File: src/rtl/mic_track_pkg.sv
// ---------------------------------------------------------------------------
// mic_track_pkg
// Shared definitions for the microphone direction-tracking datapath.
//   AMP_W / DIFF_W   : amplitude width and width of the signed left-right delta
//   DIR_*            : direction codes handed to the tracking FSM
//   trackState_e     : scheduler state encoding (IDLE, COLLECT, DECIDE, PRESENT)
//   ampDiff()        : 17-bit two's-complement left minus right
//   classifyPair()   : turns a window pair into a direction code
// ---------------------------------------------------------------------------
package mic_track_pkg;

   localparam int AMP_W  = 16;
   localparam int DIFF_W = 17;

   localparam logic [1:0] DIR_CENTER = 2'b00;
   localparam logic [1:0] DIR_LEFT   = 2'b01;
   localparam logic [1:0] DIR_RIGHT  = 2'b10;
   localparam logic [1:0] DIR_SILENT = 2'b11;

   typedef enum logic [1:0] {
      IDLE    = 2'b00,
      COLLECT = 2'b01,
      DECIDE  = 2'b10,
      PRESENT = 2'b11
   } trackState_e;

   // Both amplitudes are zero-extended first so the subtraction can never wrap;
   // the MSB of the result is then a true sign bit.
   function automatic logic [DIFF_W-1:0] ampDiff(input logic [AMP_W-1:0] leftAmp,
                                                 input logic [AMP_W-1:0] rightAmp);
      return {1'b0, leftAmp} - {1'b0, rightAmp};
   endfunction

   // Silence is checked before the deadband so an all-zero pair is never CENTER.
   // The magnitude of a 17-bit delta of two 16-bit values always fits in 17 bits.
   function automatic logic [1:0] classifyPair(input logic [AMP_W-1:0]  leftAmp,
                                               input logic [AMP_W-1:0]  rightAmp,
                                               input logic [DIFF_W-1:0] deadband);
      logic [DIFF_W-1:0] delta;
      logic [DIFF_W-1:0] mag;
      delta = ampDiff(leftAmp, rightAmp);
      mag   = delta[DIFF_W-1] ? (~delta + DIFF_W'(1)) : delta;
      if ((leftAmp == '0) && (rightAmp == '0)) begin
         return DIR_SILENT;
      end else if (mag <= deadband) begin
         return DIR_CENTER;
      end else if (!delta[DIFF_W-1]) begin
         return DIR_LEFT;
      end else begin
         return DIR_RIGHT;
      end
   endfunction

endpackage

File: src/rtl/amp_capture.sv
// ---------------------------------------------------------------------------
// amp_capture
// One side of the scheduler: detects a new window from the amplitude unit's
// done level, latches the amplitude and keeps a "captured" flag.
//   clock, reset     : system clock, synchronous active-high reset
//   done_i, amp_i    : done level and amplitude from the amplitude unit
//   captureEn_i      : scheduler is willing to take a window this cycle
//   clear_i          : drop the captured flag (a capture in the same cycle wins)
//   windowEdge_o     : rising edge of done_i, independent of captureEn_i
//   amp_o            : most recently captured amplitude
//   captured_o       : captured flag (registered)
//   capturedNext_o   : value the flag takes at the next clock edge
// ---------------------------------------------------------------------------
module amp_capture
   import mic_track_pkg::*;
(
   input  logic             clock,
   input  logic             reset,
   input  logic             done_i,
   input  logic [AMP_W-1:0] amp_i,
   input  logic             captureEn_i,
   input  logic             clear_i,
   output logic             windowEdge_o,
   output logic [AMP_W-1:0] amp_o,
   output logic             captured_o,
   output logic             capturedNext_o
);

   logic             done_q;
   logic             captured_q, captured_d;
   logic [AMP_W-1:0] amp_q, amp_d;

   assign windowEdge_o = done_i & ~done_q;

   // A fresh window always beats a clear, so an edge arriving together with an
   // acknowledge is kept. A repeat edge simply overwrites the older amplitude.
   always_comb begin
      captured_d = captured_q;
      amp_d      = amp_q;
      if (captureEn_i && windowEdge_o) begin
         captured_d = 1'b1;
         amp_d      = amp_i;
      end else if (clear_i) begin
         captured_d = 1'b0;
      end
   end

   // done_q follows done_i regardless of scheduler state, so a done level that
   // is already high when scheduling starts is never mistaken for a new window.
   always_ff @(posedge clock) begin
      if (reset) begin
         done_q     <= 1'b0;
         captured_q <= 1'b0;
         amp_q      <= '0;
      end else begin
         done_q     <= done_i;
         captured_q <= captured_d;
         amp_q      <= amp_d;
      end
   end

   assign amp_o          = amp_q;
   assign captured_o     = captured_q;
   assign capturedNext_o = captured_d;

endmodule

File: src/rtl/mic_pair_scheduler.sv
// ---------------------------------------------------------------------------
// mic_pair_scheduler
// Pairs one completed window from each microphone, compares the amplitudes and
// presents a single direction decision per pair to the tracking FSM.
//   clock, reset            : sole clock, synchronous active-high reset
//   enable                  : 1 = scheduling active, 0 = idle with captures cleared
//   left_done / left_amp    : left amplitude unit (rising done = new window)
//   right_done / right_amp  : right amplitude unit
//   ack                     : consumer takes the presented decision
//   valid                   : decision outputs stable, held until ack
//   direction               : 00 CENTER, 01 LEFT, 10 RIGHT, 11 SILENT
//   diff                    : signed left_amp - right_amp of the decided pair
//   timeout_err             : one-cycle pulse when a half pair is discarded
//   overrun                 : sticky, a window arrived while a decision waited
// ---------------------------------------------------------------------------
module mic_pair_scheduler
   import mic_track_pkg::*;
#(
   parameter int DEADBAND = 500,
   parameter int TIMEOUT  = 50000,
   parameter int TMO_W    = 16
) (
   input  logic              clock,
   input  logic              reset,
   input  logic              enable,
   input  logic              left_done,
   input  logic [AMP_W-1:0]  left_amp,
   input  logic              right_done,
   input  logic [AMP_W-1:0]  right_amp,
   input  logic              ack,
   output logic              valid,
   output logic [1:0]        direction,
   output logic [DIFF_W-1:0] diff,
   output logic              timeout_err,
   output logic              overrun
);

   trackState_e       state_q, state_d;
   logic [TMO_W-1:0]  timeoutCnt_q, timeoutCnt_d;
   logic              valid_q, valid_d;
   logic [1:0]        direction_q, direction_d;
   logic [DIFF_W-1:0] diff_q, diff_d;
   logic              timeoutErr_q, timeoutErr_d;
   logic              overrun_q, overrun_d;

   logic              leftEdge, rightEdge;
   logic [AMP_W-1:0]  leftAmpCap, rightAmpCap;
   logic              leftFlag, rightFlag;
   logic              leftFlagNext, rightFlagNext;
   logic              inCollect, inPresent, ackTaken;
   logic              captureEn, clearFlags;
   logic              oneSided, missingEdge, timeoutHit;

   // Windows are accepted while collecting, and also in the very cycle a
   // presented decision is acknowledged so that window is not lost.
   // Flags are dropped when scheduling stops, when the decision is taken and
   // when a lone half pair has waited too long.
   always_comb begin
      inCollect   = (state_q == COLLECT);
      inPresent   = (state_q == PRESENT);
      ackTaken    = inPresent & ack;
      captureEn   = enable & (inCollect | ackTaken);
      oneSided    = inCollect & (leftFlag ^ rightFlag);
      missingEdge = (leftFlag & rightEdge) | (rightFlag & leftEdge);
      timeoutHit  = oneSided & ~missingEdge &
                    (timeoutCnt_q == TMO_W'(TIMEOUT - 1));
      clearFlags  = ~enable | ackTaken | timeoutHit;
   end

   amp_capture uLeft (
      .clock          (clock),
      .reset          (reset),
      .done_i         (left_done),
      .amp_i          (left_amp),
      .captureEn_i    (captureEn),
      .clear_i        (clearFlags),
      .windowEdge_o   (leftEdge),
      .amp_o          (leftAmpCap),
      .captured_o     (leftFlag),
      .capturedNext_o (leftFlagNext)
   );

   amp_capture uRight (
      .clock          (clock),
      .reset          (reset),
      .done_i         (right_done),
      .amp_i          (right_amp),
      .captureEn_i    (captureEn),
      .clear_i        (clearFlags),
      .windowEdge_o   (rightEdge),
      .amp_o          (rightAmpCap),
      .captured_o     (rightFlag),
      .capturedNext_o (rightFlagNext)
   );

   // Next-state logic. COLLECT looks at the flags as they will be after this
   // edge, so the cycle that completes a pair is already the step into DECIDE.
   // Dropping enable overrides everything and parks the scheduler in IDLE.
   always_comb begin
      state_d = state_q;
      if (!enable) begin
         state_d = IDLE;
      end else begin
         case (state_q)
            IDLE:    state_d = COLLECT;
            COLLECT: if (leftFlagNext && rightFlagNext) state_d = DECIDE;
            DECIDE:  state_d = PRESENT;
            PRESENT: if (ack) state_d = COLLECT;
            default: state_d = IDLE;
         endcase
      end
   end

   // The pairing timer only runs while exactly one side is waiting. It is not
   // restarted by a repeat window on the waiting side, and a window on the
   // missing side in the expiry cycle completes the pair instead of timing out.
   always_comb begin
      timeoutCnt_d = '0;
      if (enable && oneSided && !missingEdge && !timeoutHit) begin
         timeoutCnt_d = timeoutCnt_q + TMO_W'(1);
      end
   end

   // Decision and status outputs. direction/diff are only rewritten in DECIDE
   // and otherwise keep their value, even across a disable. valid simply
   // mirrors being in PRESENT. A window edge that arrives while a decision is
   // waiting and not being acknowledged marks an overrun until disabled.
   always_comb begin
      direction_d  = direction_q;
      diff_d       = diff_q;
      valid_d      = (state_d == PRESENT);
      timeoutErr_d = timeoutHit;
      overrun_d    = overrun_q;
      if (enable && (state_q == DECIDE)) begin
         direction_d = classifyPair(leftAmpCap, rightAmpCap, DIFF_W'(DEADBAND));
         diff_d      = ampDiff(leftAmpCap, rightAmpCap);
      end
      if (!enable) begin
         overrun_d = 1'b0;
      end else if (inPresent && !ack && (leftEdge || rightEdge)) begin
         overrun_d = 1'b1;
      end
   end

   // All scheduler registers share the one synchronous reset.
   always_ff @(posedge clock) begin
      if (reset) begin
         state_q      <= IDLE;
         timeoutCnt_q <= '0;
         valid_q      <= 1'b0;
         direction_q  <= DIR_CENTER;
         diff_q       <= '0;
         timeoutErr_q <= 1'b0;
         overrun_q    <= 1'b0;
      end else begin
         state_q      <= state_d;
         timeoutCnt_q <= timeoutCnt_d;
         valid_q      <= valid_d;
         direction_q  <= direction_d;
         diff_q       <= diff_d;
         timeoutErr_q <= timeoutErr_d;
         overrun_q    <= overrun_d;
      end
   end

   assign valid       = valid_q;
   assign direction   = direction_q;
   assign diff        = diff_q;
   assign timeout_err = timeoutErr_q;
   assign overrun     = overrun_q;

endmodule

File: config.mk
export PLATFORM = sky130hd
export DESIGN_NAME = mic_pair_scheduler
export DESIGN_NICKNAME = d
export VERILOG_FILES = /design/src/rtl/mic_track_pkg.sv /design/src/rtl/amp_capture.sv /design/src/rtl/mic_pair_scheduler.sv
export SDC_FILE = /design/constraint.sdc
export NUM_CORES = 1
export LEC_CHECK = 0
export ABC_AREA = 1
export ABC_CLOCK_PERIOD_IN_PS = 2290
export BUFFER_PORTS_ARGS = -buffer_cell sky130_fd_sc_hd__buf_2
export CAP_MARGIN = 20
export CORE_AREA = 2 2 100 102
export CTS_CLUSTER_DIAMETER = 50
export DETAILED_ROUTE_END_ITERATION = 8
export DIE_AREA = 0 0 102 104
export GPL_ROUTABILITY_DRIVEN = 0
export HOLD_SLACK_MARGIN = 0.03
export PLACE_DENSITY_LB_ADDON = 0.2
export SLEW_MARGIN = 40
export SYNTH_ARGS = -nofsm -noshare
export SYNTH_HDL_FRONTEND = slang
export SYNTH_SLANG_ARGS = --single-unit
export TNS_END_PERCENT = 10
File: constraint.sdc
create_clock -name clock -period 2.29 [get_ports clock]
set_input_delay 0.3435 -clock clock [delete_from_list [all_inputs] [get_ports clock]]
set_output_delay 0.3435 -clock clock [all_outputs]
set_load 0.03 [all_outputs]
# After elaboration in Yosys (flattened, before gate mapping)
# Index checks and enable logic that the tools add are counted.
dict set report classes {
  reduce_logical 19
  eq_ne 5
  magnitude_cmp 1
  n_addsub 3
  n_mux 12
  n_bitwise 20
}
# cell n
set ops {}
lappend ops {{$logic_not 16->1} 2}
lappend ops {{$add 17x1->17 const B} 1}
lappend ops {{$le 17x9->1 const B} 1}
lappend ops {{$mux 17} 1}
lappend ops {{$not 17->17} 1}
lappend ops {{$sub 16x16->17} 1}
lappend ops {{$add 16x1->16 const B} 1}
lappend ops {{$eq 16x16->1 const B} 1}
lappend ops {{$mux 2} 6}
lappend ops {{$logic_and 1x1->1} 10}
lappend ops {{$and 1x1->1} 9}
lappend ops {{$pmux 2 s4} 1}
lappend ops {{$eq 2x2->1 const B} 3}
lappend ops {{$not 1->1} 5}
lappend ops {{$mux 1} 4}
lappend ops {{$or 1x1->1} 4}
lappend ops {{$reduce_or 2->1} 2}
lappend ops {{$logic_not 1->1} 3}
lappend ops {{$eq 2x1->1 const B} 1}
lappend ops {{$logic_not 2->1} 1}
lappend ops {{$logic_or 1x1->1} 1}
lappend ops {{$xor 1x1->1} 1}
dict set report totals {
  output_inout_bits 22
  reg_bits 76
}

# Longest topological paths before layout
# Gate-level depths: netlist of run 1.
dict set report depth {
  word_depth 15
  mapped_depth 21
  mapped_depth_nobuf 21
}

# Hierarchy
# From an unflattened synthesis of run 1, not the netlist that was laid out.
dict set report hier_totals {
  cells_unflattened 760
  area_unflattened_um2 4775.8
}
# mod instances area_per_inst_um2 seq_area_each_um2 cells_per_inst
set by_module_without_submodules {}
lappend by_module_without_submodules {mic_pair_scheduler 1 3284.4 800.8 536}
lappend by_module_without_submodules {amp_capture 2 745.7 360.3 112}

# Worst setup path after synthesis of run 1
# Ideal clock, no wire load.
dict set report synth_timing {
  kind {flip-flop to flip-flop}
  start {register uLeft.amp_q[0], in the netlist uLeft.amp_o[0]}
  end {register direction_q[1], in the netlist direction[1]}
  arrival_time_ps 2146
  path_stages_with_launch 19
  slack_ps 11
  setup_ps 132
  cell_sequence {dfxtp_1 > inv_1 > ha_1 > inv_1 > fa_1 > inv_1 > nand2_1 > nor2_1 > nand3_4 > nor2_4 > nand2_2 > nand2_1 > nand3_1 > nand2_1 > nand3_1 > nor2_1 > nand3_2 > nand2_1 > a21oi_2}
}
dict set report synth_via {
  elab_chain_len 7
  elab_cells_between_ends 10
}
# item line_no
set synth_rtl {}
lappend synth_rtl {{start, declared} amp_capture.sv:31} ;# logic [AMP_W-1:0] amp_q, amp_d;
lappend synth_rtl {{start signal, assigned} amp_capture.sv:58} ;# amp_q <= amp_d;
lappend synth_rtl {{$sub 16x16->17} mic_track_pkg.sv:31} ;# return {1'b0, leftAmp} - {1'b0, rightAmp};
lappend synth_rtl {{$not 17->17} mic_track_pkg.sv:42} ;# mag = delta[DIFF_W-1] ? (~delta + DIFF_W'(1)) : delta;
lappend synth_rtl {{$add 17x1->17} mic_track_pkg.sv:42}
lappend synth_rtl {{$mux 17} mic_track_pkg.sv:42}
lappend synth_rtl {{$le 17x9->1} mic_track_pkg.sv:45} ;# end else if (mag <= deadband) begin
lappend synth_rtl {{$mux 2} mic_track_pkg.sv:45}
lappend synth_rtl {{$mux 2 *} mic_track_pkg.sv:43} ;# if ((leftAmp == '0) && (rightAmp == '0)) begin
lappend synth_rtl {{end signal, assigned} mic_pair_scheduler.sv:159} ;# direction_q <= direction_d;
lappend synth_rtl {{end, declared} mic_pair_scheduler.sv:41} ;# logic [1:0] direction_q, direction_d;
# Mark *: on every way between the ends. The rest lies on a longest branch, timed or not.
# A chain may end at the register's enable or synchronous reset.

# Final worst setup path of run 1
# Same ends and word-level chain as after synthesis.

==> flow_summary_export.csv, run 1 <==
group,metric,value,unit
synthesis,synth_fp_nets,662,
placement,dp_hpwl,7530,µm
synthesis,ys_seq_area_share,36.6,%
route,ant_nets,0,
synthesis,syn_inst,606,
placement,dpl_cell_area,4780,µm²
cts,cts_buffer_depth,2,
floorplan,fp.dieW,102,µm
worst_hold_path,hp-class,"input pin to register",
grt,antenna_found_initial,0,
cts,tritoncts,"yes",
timing,finalSetupViolations,2,
cts,ctsHtreeMaxLevel,3,
power_and_ir_drop,swShare,32.3,%
finish,fin_cells,826,
finish,final_cell_mix,"nand2_1, inv_1, dfxtp_1, buf_2, a21oi_1",
floorplan,die_height,104,µm
critical_path,cp-start-kind,"register",
finish,fin_area,5060,µm²
timing,max-slew-margin-rel,66.1,%
timing,period_share,105,%
critical_path,path_max_fanout,3,
cts,path_clk_slew,0.07,ns
timing,hold_ws,0.208,ns
critical_path,critical_path_class,"register to register",
power_and_ir_drop,irDropWorstVdd,0.000477,V
route,via_per_inst,4.85,
cts,cts.sinks,76,
critical_path,critical_path_required,2.52,ns
timing,slew_viol_final,0,
critical_path,critical_path_arrival,2.63,ns
run,drv_cap,0,
synthesis,synthArstFlopShare,0,%
route,vias,4002,
synthesis,synth_edf_count,0,
floorplan,num_rows,36,
power_and_ir_drop,p_int,2.12,mW
floorplan,core,9550,µm²
cts,numCtsBuffers,9,
route,dr.pass1.iters,4,
synthesis,synth-seq-cells,76,
power_and_ir_drop,p_sw,1.01,mW
grt,grt_usage,18.9,%
placement,portBuffers,59,
finish,utilization,53.0,%
power_and_ir_drop,pwr-share-seq,43.5,%
route,drt_wl_total,9760,µm
synthesis,synth-main-ff-cell,"dfxtp_1",
grt,grt_max_degree,35,
timing,min_period,2.41,ns
timing,finalClockSkew,0.00739,ns
timing,hold_viol_final,0,
timing,tightest_slew,0.508,ns
grt,grt_pass1_wl,16100,µm
floorplan,die_area,10600,µm²
outcome,violations,"negative setup slack",
power_and_ir_drop,p_per_area,618,nW/µm²
finish,layout_commonest_cell,"nand2_1",
cts,hold_buffers,0,
grt,grt_pass1_vias,3706,
timing,rsz0062_at_grt,"yes",
floorplan,io_pins,60,
finish,area_delta_synth_final,21.7,%
timing,worst_slack,-0.116,ns
finish,num-nets-final,746,
outcome,status,"finished, violations left",
floorplan,start_util,43.5,%
finish,layout-drive-gt1-share,23.1,%
timing,setup_tns,-0.216,ns
synthesis,syn_avg_cell_area,6.86,µm²
route,initialDrtViolationCount,97,
power_and_ir_drop,power.share.clock,27.9,%
synthesis,netlist_area,4160,µm²
cts,cts-root-buf,"clkbuf_8",
synthesis,yosysUniqueCellTypes,37,
power_and_ir_drop,power.leakage,2.44,nW
critical_path,rrSetupSlack,-0.12,ns
grt,grt_overflow,0,
route,drc,0,
critical_path,cp-end-kind,"register",
cts,clk_latency,0.34,ns
synthesis,ys_warn_count,0,
placement,place_inst,809,
finish,diodes,0,
timing,max_freq,0.416,GHz
power_and_ir_drop,share_comb_of_total_power,28.7,%
route,post_drt_wl_per_cell,11.8,µm
-- layout make-up --
type	instances	area (µm²)
Clock buffer	12	145
Clock inverter	2	12.5
Fill cell	972	4490
Inverter	110	413
Multi-Input combinational cell	404	2260
Sequential cell	76	1520
Tap cell	133	166
Timing Repair Buffer	89	533
-- cells by family (layout without fill, tap and decap cells) --
kind of cell / after synthesis / in the layout / synth area share, %
AND/OR/NAND/NOR: 253 / 253 / 27.8
AO/OA/AOI/OAI: 126 / 126 / 17.2
buffers and inverters: 126 / 213 / 11.4
flip-flops: 76 / 76 / 36.6
adder cells (fa/ha/maj): 18 / 18 / 5.60
XOR/XNOR: 7 / 7 / 1.48
-- power groups by stage --
stage          clock network (mW)  registers, mW  logic, mW
2_1_floorplan                   0           1.38      0.565
6_report                    0.871           1.36      0.896
3_3_place_gp                    0           1.39      0.811
4_1_cts                     0.899           1.36      0.844
5_1_grt                     0.953           1.36       1.01
3_5_place_dp                    0           1.39      0.825
-- routing by layer --
layer  up-vias  global-route usage (%)  share of wire [%]
met3         8                    3.90                3.5
met4         0                    5.43                1.1
met1      1805                    24.9                 49
met5         -                       0                  0
met2        64                    31.2                 47
li1       2125                       -                  -
-- through the flow --
| step | total power, mW | worst slack, ns |
|---|---|---|
| final | 3.13 | -0.116 |
| after global routing | 3.32 | -0.257 |
| after CTS | 3.10 | -0.103 |
| after detailed placement | 2.21 | -0.174 |
| after global placement | 2.20 | -0.0789 |
| after floorplan | 1.95 | 0.0115 |
-- repair_timing --
item / 4_1_cts / 5_1_grt
pin swaps: 5 / 22
setup buffers: 1 / 2
endpoints found under the setup margin: 3 / 4
gates resized for setup: 7 / 21
-- final timing paths --
kind | startpoint | endpoint | cells after the start
setup / recovery | uLeft.amp_o[0] | direction[1] | 17
hold / removal | right_done | uRight.done_q | 3
setup reg to reg | uLeft.amp_o[0] | direction[1] | 17
hold reg to reg | timeoutCnt_q[0] | timeoutCnt_q[0] | 1
-- flip-flops by register name, indices dropped and copies added, names as in the netlist --
name / count
timeout_err: 1
timeoutCnt_q: 16
direction: 2
valid: 1
uRight.amp_o: 16
uLeft.captured_o: 1
overrun: 1
uRight.captured_o: 1
uRight.done_q: 1
diff: 17
uLeft.done_q: 1
state_q: 2
uLeft.amp_o: 16
-- synth_stat cells, drive strengths merged, types with 2 or more instances --
library cell / n / share of area (%)
ha: 17 / 5.1
nor4: 10 / 1.5
inv: 110 / 9.9
a211oi: 2 / 0.36
nor2: 50 / 4.8
o21ai: 45 / 5.6
nand3: 28 / 4.0
o211ai: 11 / 2.0
nand2: 136 / 13
nand4: 9 / 1.4
a21oi: 59 / 7.5
dfxtp: 76 / 37
xor2: 6 / 1.3
nand3b: 3 / 0.54
nor3: 14 / 1.7
a21boi: 3 / 0.63
nor3b: 2 / 0.36
clkbuf: 16 / 1.4
-- critical path: stages (launching register included) --
cell,delay [ns]
dfxtp_2,0.33
inv_2,0.07
ha_4,0.12
inv_2,0.04
fa_2,0.42
nand3_2,0.09
nand3_2,0.07
nand2_2,0.08
nand2_2,0.07
nand2_2,0.07
nand2_2,0.07
a21boi_2,0.20
xor2_2,0.22
a21oi_2,0.09
nor2_2,0.13
nand3_2,0.09
nand2_1,0.09
a21oi_2,0.05
Note: power is estimated with default switching activity, not from simulation.
==> inputs of run 2 (changes only) <==
--- a/config.mk
+++ b/config.mk
@@ -5,14 +5,14 @@
 export SDC_FILE = /design/constraint.sdc
 export NUM_CORES = 1
 export LEC_CHECK = 0
-export ABC_AREA = 1
+export ABC_AREA = 0
 export ABC_CLOCK_PERIOD_IN_PS = 2290
 export BUFFER_PORTS_ARGS = -buffer_cell sky130_fd_sc_hd__buf_2
 export CAP_MARGIN = 20
-export CORE_AREA = 2 2 100 102
+export CORE_AREA = 2 2 97 99
 export CTS_CLUSTER_DIAMETER = 50
 export DETAILED_ROUTE_END_ITERATION = 8
-export DIE_AREA = 0 0 102 104
+export DIE_AREA = 0 0 99 101
 export GPL_ROUTABILITY_DRIVEN = 0
 export HOLD_SLACK_MARGIN = 0.03
 export PLACE_DENSITY_LB_ADDON = 0.2
==> run 2 against run 1 <==
The flow still finishes with violations (negative setup slack). Clock-buffer cell count decreased by 2. Final cell count decreased by 15%. Flip-flop and latch count stayed put. Sequential power is essentially flat. Setup slack worse by 0.79 ns. First-iteration DRC count fell by 38%. Utilization grew 4.2 points. Clock skew rose by 0.0068 ns. Sequential share of layout area decreased by 0.44 points. Combinational power down 28%. Critical path type unchanged.
==> flow_summary_export.csv, run 2 <==
group,metric,value,unit
synthesis,synth_edf_count,0,
route,dr.pass1.iters,6,
cts,hold_buffers,0,
synthesis,synth_fp_nets,513,
cts,cts-root-buf,"clkbuf_8",
cts,clk_latency,0.35,ns
critical_path,cp-start-kind,"register",
floorplan,start_util,43.6,%
synthesis,netlist_area,3920,µm²
cts,numCtsBuffers,9,
route,initialDrtViolationCount,60,
power_and_ir_drop,irDropWorstVdd,0.000341,V
timing,hold_viol_final,0,
finish,utilization,57.1,%
finish,final_cell_mix,"nor2_1, buf_4, dfxtp_1, buf_2, mux2i_1",
synthesis,synth-seq-cells,76,
timing,slew_viol_final,0,
worst_hold_path,hp-class,"input pin to register",
critical_path,path_cells,"inv_1, ha_1, inv_1, fa_2, a21o_2, a221o_2, a31oi_4, xor2_2, nand4b_1, or3_4, a2111oi_4, o21ai_1, o32a_1",
timing,finalSetupViolations,9,
critical_path,rrSetupSlack,-0.91,ns
route,post_drt_wl_per_cell,13.2,µm
timing,finalClockSkew,0.0142,ns
critical_path,cp_slowest_cell,"a221o_2",
critical_path,critical_path_required,2.53,ns
synthesis,synth.most_common_cell,"nor2_1",
route,vias,3517,
timing,max_freq,0.312,GHz
synthesis,syn_inst,457,
cts,cts.sinks,76,
power_and_ir_drop,power,3.05,mW
finish,layout_commonest_cell,"nor2_1",
route,drt_wl_total,9310,µm
finish,area_delta_synth_final,30.9,%
critical_path,crit_top_cell,"inv_1",
grt,grt_pass1_vias,3426,
finish,diodes,0,
synthesis,yosysUniqueCellTypes,54,
finish,num-nets-final,646,
timing,min_period,3.20,ns
cts,path_clk_slew,0.08,ns
grt,use_met1,25.5,%
placement,dp_hpwl,7190,µm
floorplan,fp.dieW,99,µm
cts,cts_buffer_depth,2,
critical_path,critical_path_arrival,3.44,ns
power_and_ir_drop,power.leakage,2.18,nW
critical_path,cp-end-kind,"register",
grt,grt_overflow,0,
grt,grt_pass1_wl,15600,µm
synthesis,synthArstFlopShare,0,%
finish,fin_cells,706,
synthesis,syn_avg_cell_area,8.57,µm²
finish,fin_area,5130,µm²
route,ant_nets,0,
route,via_per_inst,4.98,
timing,setup_tns,-3.16,ns
synthesis,ys_warn_count,0,
synthesis,synth_top_area_share,38.8,%
finish,largest_reg_flops,17,
cts,ctsHtreeMaxLevel,3,
outcome,status,"finished, violations left",
power_and_ir_drop,p_per_area,595,nW/µm²
timing,max-slew-margin-rel,67.0,%
floorplan,die_height,101,µm
synthesis,synth_commonest_cells,"nor2_1, dfxtp_1, mux2i_1",
placement,place_inst,688,
timing,worst_slack,-0.911,ns
cts,tritoncts,"yes",
grt,antenna_found_initial,0,
floorplan,num_rows,35,
grt,grt_max_degree,31,
floorplan,die_area,10000,µm²
synthesis,synth_top_area_cell,"dfxtp_1",
synthesis,ys_seq_area_share,38.8,%
timing,tightest_slew,0.494,ns
timing,rsz0062_at_grt,"yes",
outcome,violations,"negative setup slack",
synthesis,synth-main-ff-cell,"dfxtp_1",
finish,nFillCells,801,
grt,grtUsageMet3,3.61,%
critical_path,critical_path_class,"register to register",
floorplan,core,8980,µm²
synthesis,yosys-top-cells-area,"dfxtp_1, mux2i_1, nor2_1, ha_1, xnor2_1",
critical_path,max_stage_delay,0.39,ns
floorplan,io_pins,60,
timing,period_share,140,%
grt,grt_usage,19.4,%
critical_path,critPathTopFamily,"compound AO/OA/AOI/OAI gates",
grt,grt-busiest-layer,"met2",
critical_path,path_max_fanout,4,
run,drv_cap,0,
route,drc,0,
critical_path,crit_buf_inv,2,
placement,portBuffers,59,
finish,layout-drive-gt1-share,31.1,%
grt,grt_use_met2,32.3,%
placement,dpl_cell_area,4860,µm²
run 2: cell types whose count changed in the layout (fill, tap and decap cells not counted), sizes merged, moves of 34 or more:
cell / before / now
buf: 89 / 138
a21oi: 59 / 23
inv: 110 / 26
nor2: 50 / 84
nand2: 136 / 29
run 2: cells by family after synthesis:
family	synth area share, %
compound gates	12.7
xor+xnor	6.00
mux	8.46
buf+inv	4.47
fa+ha+maj	5.94
simple gates	23.5
flops	38.8
run 2: path summary, 6_finish.rpt:
kind                   from           end  cells past startpoint
max          uLeft.amp_o[0]  direction[1]                     13
min               left_done  uLeft.done_q                      2
max reg2reg  uLeft.amp_o[0]  direction[1]                     13
min reg2reg         diff[9]       diff[9]                      2
run 2: where the power goes:
| part | leakage (nW) | internal [mW] | switching [mW] | total (mW) |
|---|---|---|---|---|
| registers | 0.614 | 1.33 | 0.00815 | 1.34 |
| clock network | 0.107 | 0.543 | 0.528 | 1.07 |
| logic | 1.46 | 0.345 | 0.296 | 0.641 |
run 2: metrics by stage:
| step | hold WS, ns | setup slack (ns) |
|---|---|---|
| after floorplan | 0.430 | -0.784 |
| after global placement | 0.444 | -0.826 |
| after detailed placement | 0.448 | -0.941 |
| after CTS | 0.217 | -0.914 |
| after global routing | 0.216 | -1.06 |
| final | 0.222 | -0.911 |
run 2: final cells by class:
class / count / area [µm²] / area share, %
inverter: 25 / 93.8 / 1.83
timing repair buffer: 138 / 888 / 17.3
clock buffer: 10 / 138 / 2.68
sequential: 76 / 1520 / 29.7
clock inverter: 6 / 70.1 / 1.37
multi-input combinational: 340 / 2280 / 44.4
tap: 111 / 139 / 2.71
run 2: per-layer routing:
layer | share of wire [%] | vias to the layer above
li1 | - | 1842
met1 | 49 | 1598
met2 | 46 | 65
met3 | 3.8 | 12
met4 | 1.5 | 0
met5 | 0 | -
run 2: repair_timing:
action,CTS,global route
gates resized for setup,7,6
setup endpoints to repair,9,11
buffers inserted,2,0
pin swaps,8,2
==> inputs of run 3 (changes only) <==
--- a/config.mk
+++ b/config.mk
@@ -9,11 +9,12 @@
 export ABC_CLOCK_PERIOD_IN_PS = 2290
 export BUFFER_PORTS_ARGS = -buffer_cell sky130_fd_sc_hd__buf_2
 export CAP_MARGIN = 20
-export CORE_AREA = 2 2 97 99
+export CORE_AREA = 2 2 118 120
 export CTS_CLUSTER_DIAMETER = 50
 export DETAILED_ROUTE_END_ITERATION = 8
-export DIE_AREA = 0 0 99 101
+export DIE_AREA = 0 0 120 122
 export GPL_ROUTABILITY_DRIVEN = 0
+export GPL_TIMING_DRIVEN = 0
 export HOLD_SLACK_MARGIN = 0.03
 export PLACE_DENSITY_LB_ADDON = 0.2
 export SLEW_MARGIN = 40
==> run 3 against run 2 <==
Wire length rose by 5.1%. Clock skew fell by 0.0042 ns. Worst hold slack improved by 0.0039 ns. Die area rose by 46%. Sequential share of layout area rose by 1.3 points. Global-route usage fell by 5.3 points. The run still ends with negative setup slack left. Setup slack improved by 0.061 ns. Combinational power fell by 17%. Largest power group is now the clock network.
==> flow_summary_export.csv, run 3 (synthesis gave the netlist of run 2 again) <==
group,metric,value,unit
outcome,status,"finished, violations left",
route,drt_wl_total,9780,µm
cts,numCtsBuffers,9,
outcome,violations,"negative setup slack",
power_and_ir_drop,p_int,2.45,mW
power_and_ir_drop,pwr-share-seq,40.1,%
finish,largest_reg_flops,17,
worst_hold_path,min-delay-start,"right_amp[0]",
critical_path,critical_path_arrival,3.38,ns
timing,min_period,3.14,ns
cts,tritoncts,"yes",
cts,hold_buffers,0,
finish,layout_commonest_cell,"nor2_1",
finish,nFillCells,1400,
timing,setup_tns,-2.66,ns
timing,finalSetupViolations,6,
finish,fin_area,4920,µm²
floorplan,io_pins,60,
critical_path,path_max_fanout,4,
placement,dpl_cell_area,4440,µm²
critical_path,critPathTopFamily,"compound AO/OA/AOI/OAI gates",
timing,finalClockSkew,0.0100,ns
critical_path,r2r-start,"uLeft.amp_o[0]",
grt,grt_max_degree,16,
critical_path,critical_path_required,2.53,ns
critical_path,crit_top_cell,"inv_2",
floorplan,die_area,14600,µm²
floorplan,start_util,29.0,%
finish,diodes,0,
timing,max-slew-margin-rel,55.2,%
power_and_ir_drop,share_comb_of_total_power,15.9,%
worst_hold_path,hp-class,"input pin to register",
power_and_ir_drop,power.share.clock,44.0,%
floorplan,num_rows,43,
floorplan,fp.dieW,120,µm
route,dr.pass1.iters,4,
critical_path,rrSetupSlack,-0.85,ns
timing,rsz0062_at_grt,"yes",
power_and_ir_drop,p_sw,0.911,mW
critical_path,path_cells,"inv_2, ha_4, inv_2, fa_2, a21o_2, a221o_2, and4_4, a211oi_4, xnor2_2, or3_4, o21a_1, o32a_1",
critical_path,r2r-end,"direction[1]",
critical_path,r2r_cells,12,
cts,clk_latency,0.35,ns
cts,cts_buffer_depth,2,
finish,layout-drive-gt1-share,24.0,%
route,ant_nets,0,
route,drc,0,
worst_hold_path,min_to,"uRight.amp_o[0]",
timing,period_share,137,%
critical_path,critical_path_class,"register to register",
timing,worst_slack,-0.850,ns
route,vias,3302,
route,via_per_inst,4.61,
cts,path_clk_slew,0.06,ns
placement,dp_hpwl,7640,µm
grt,grt_pass1_vias,3320,
floorplan,core,13500,µm²
power_and_ir_drop,irDropWorstVdd,0.000392,V
timing,hold_viol_final,0,
worst_hold_path,hold_depth,3,
run,drv_cap,0,
power_and_ir_drop,swShare,27.1,%
grt,grt_pass1_wl,16100,µm
timing,hold_ws,0.226,ns
cts,cts-root-buf,"clkbuf_16",
placement,portBuffers,58,
power_and_ir_drop,p_per_area,683,nW/µm²
power_and_ir_drop,power.leakage,1.91,nW
critical_path,cp_slowest_cell,"or3_4",
cts,cts.sinks,76,
route,initialDrtViolationCount,112,
timing,slew_viol_final,0,
critical_path,max_stage_delay,0.41,ns
finish,area_delta_synth_final,25.6,%
cts,ctsHtreeMaxLevel,3,
finish,num-nets-final,588,
route,post_drt_wl_per_cell,13.6,µm
finish,final_cell_mix,"nor2_1, dfxtp_1, buf_2, mux2i_1, nand2_1",
critical_path,cp-end-kind,"register",
timing,tightest_slew,0.673,ns
timing,max_freq,0.318,GHz
critical_path,crit_buf_inv,2,
grt,grt_usage,14.1,%
floorplan,die_height,122,µm
critical_path,cp-start-kind,"register",
grt,grt_overflow,0,
grt,antenna_found_initial,0,
[run 3: changes by cell type in the layout (fill, tap and decap cells not counted), sizes merged]
cell / previous run / this run
buf: 138 / 65
clkbuf: 10 / 24
inv: 26 / 27
[run 3: worst register-to-register path: stages, from the launching register on]
cell      delay, ns
dfxtp_2        0.33
inv_2          0.07
ha_4           0.12
inv_2          0.04
fa_2           0.35
a21o_2         0.20
a221o_2        0.39
and4_4         0.22
a211oi_4       0.27
xnor2_2        0.12
or3_4          0.41
o21a_1         0.19
o32a_1         0.33
[run 3: timing repair]
action,CTS,global route
endpoints found under the setup margin,21,13
setup buffers,6,0
gates resized for setup,23,9
pin swaps,15,3
hold endpoints to repair,0,0
[run 3: metal layers]
layer	GRT usage, %	share of wire [%]	wire length [µm]
met4	6.25	2.0	194
met2	22.9	45	4420
met1	17.5	49	4810
met5	0	0	0
met3	3.89	3.6	352
[run 3: layout make-up]
| type | count | area [µm²] | share of cell area [%] |
|---|---|---|---|
| plain buffers | 16 | 82.6 | 1.68 |
| clock buffers | 9 | 225 | 4.58 |
| clock inverters | 7 | 82.6 | 1.68 |
| inverters | 25 | 93.8 | 1.91 |
| multi-input cells | 340 | 2350 | 47.8 |
| flip-flops and latches | 76 | 1530 | 31.0 |
| well taps | 180 | 225 | 4.58 |
| repair buffers | 64 | 335 | 6.82 |
[run 3: power groups by stage]
stage               combinational, mW  clock (mW)  sequential (mW)
floorplan                       0.336           0             1.37
global placement                0.447           0             1.38
detailed placement              0.451           0             1.38
CTS                             0.524        1.52             1.35
global route                    0.587        1.56             1.35
finish                          0.535        1.48             1.35
[run 3: worst max-delay path by stage]
| stage | depth (start not counted) | start | to |
|---|---|---|---|
| 4_1_cts | 12 | uLeft.amp_o[0] | direction[1] |
| 2_1_floorplan | 13 | uLeft.amp_o[0] | direction[1] |
| 3_3_place_gp | 11 | uRight.amp_o[4] | direction[1] |
| 3_5_place_dp | 11 | uRight.amp_o[4] | direction[1] |
| 5_1_grt | 13 | uLeft.amp_o[0] | direction[1] |
| 6_report | 12 | uLeft.amp_o[0] | direction[1] |
[run 3: metrics by stage]
stage	std cells	util [%]	power, mW	setup slack [ns]
2_1_floorplan	457	-	1.71	-0.784
4_1_cts	717	36.1	3.39	-0.865
3_3_place_gp	695	32.8	1.82	-1.06
3_5_place_dp	695	32.9	1.83	-1.02
6_report	717	36.4	3.36	-0.850
5_1_grt	717	36.4	3.50	-0.979
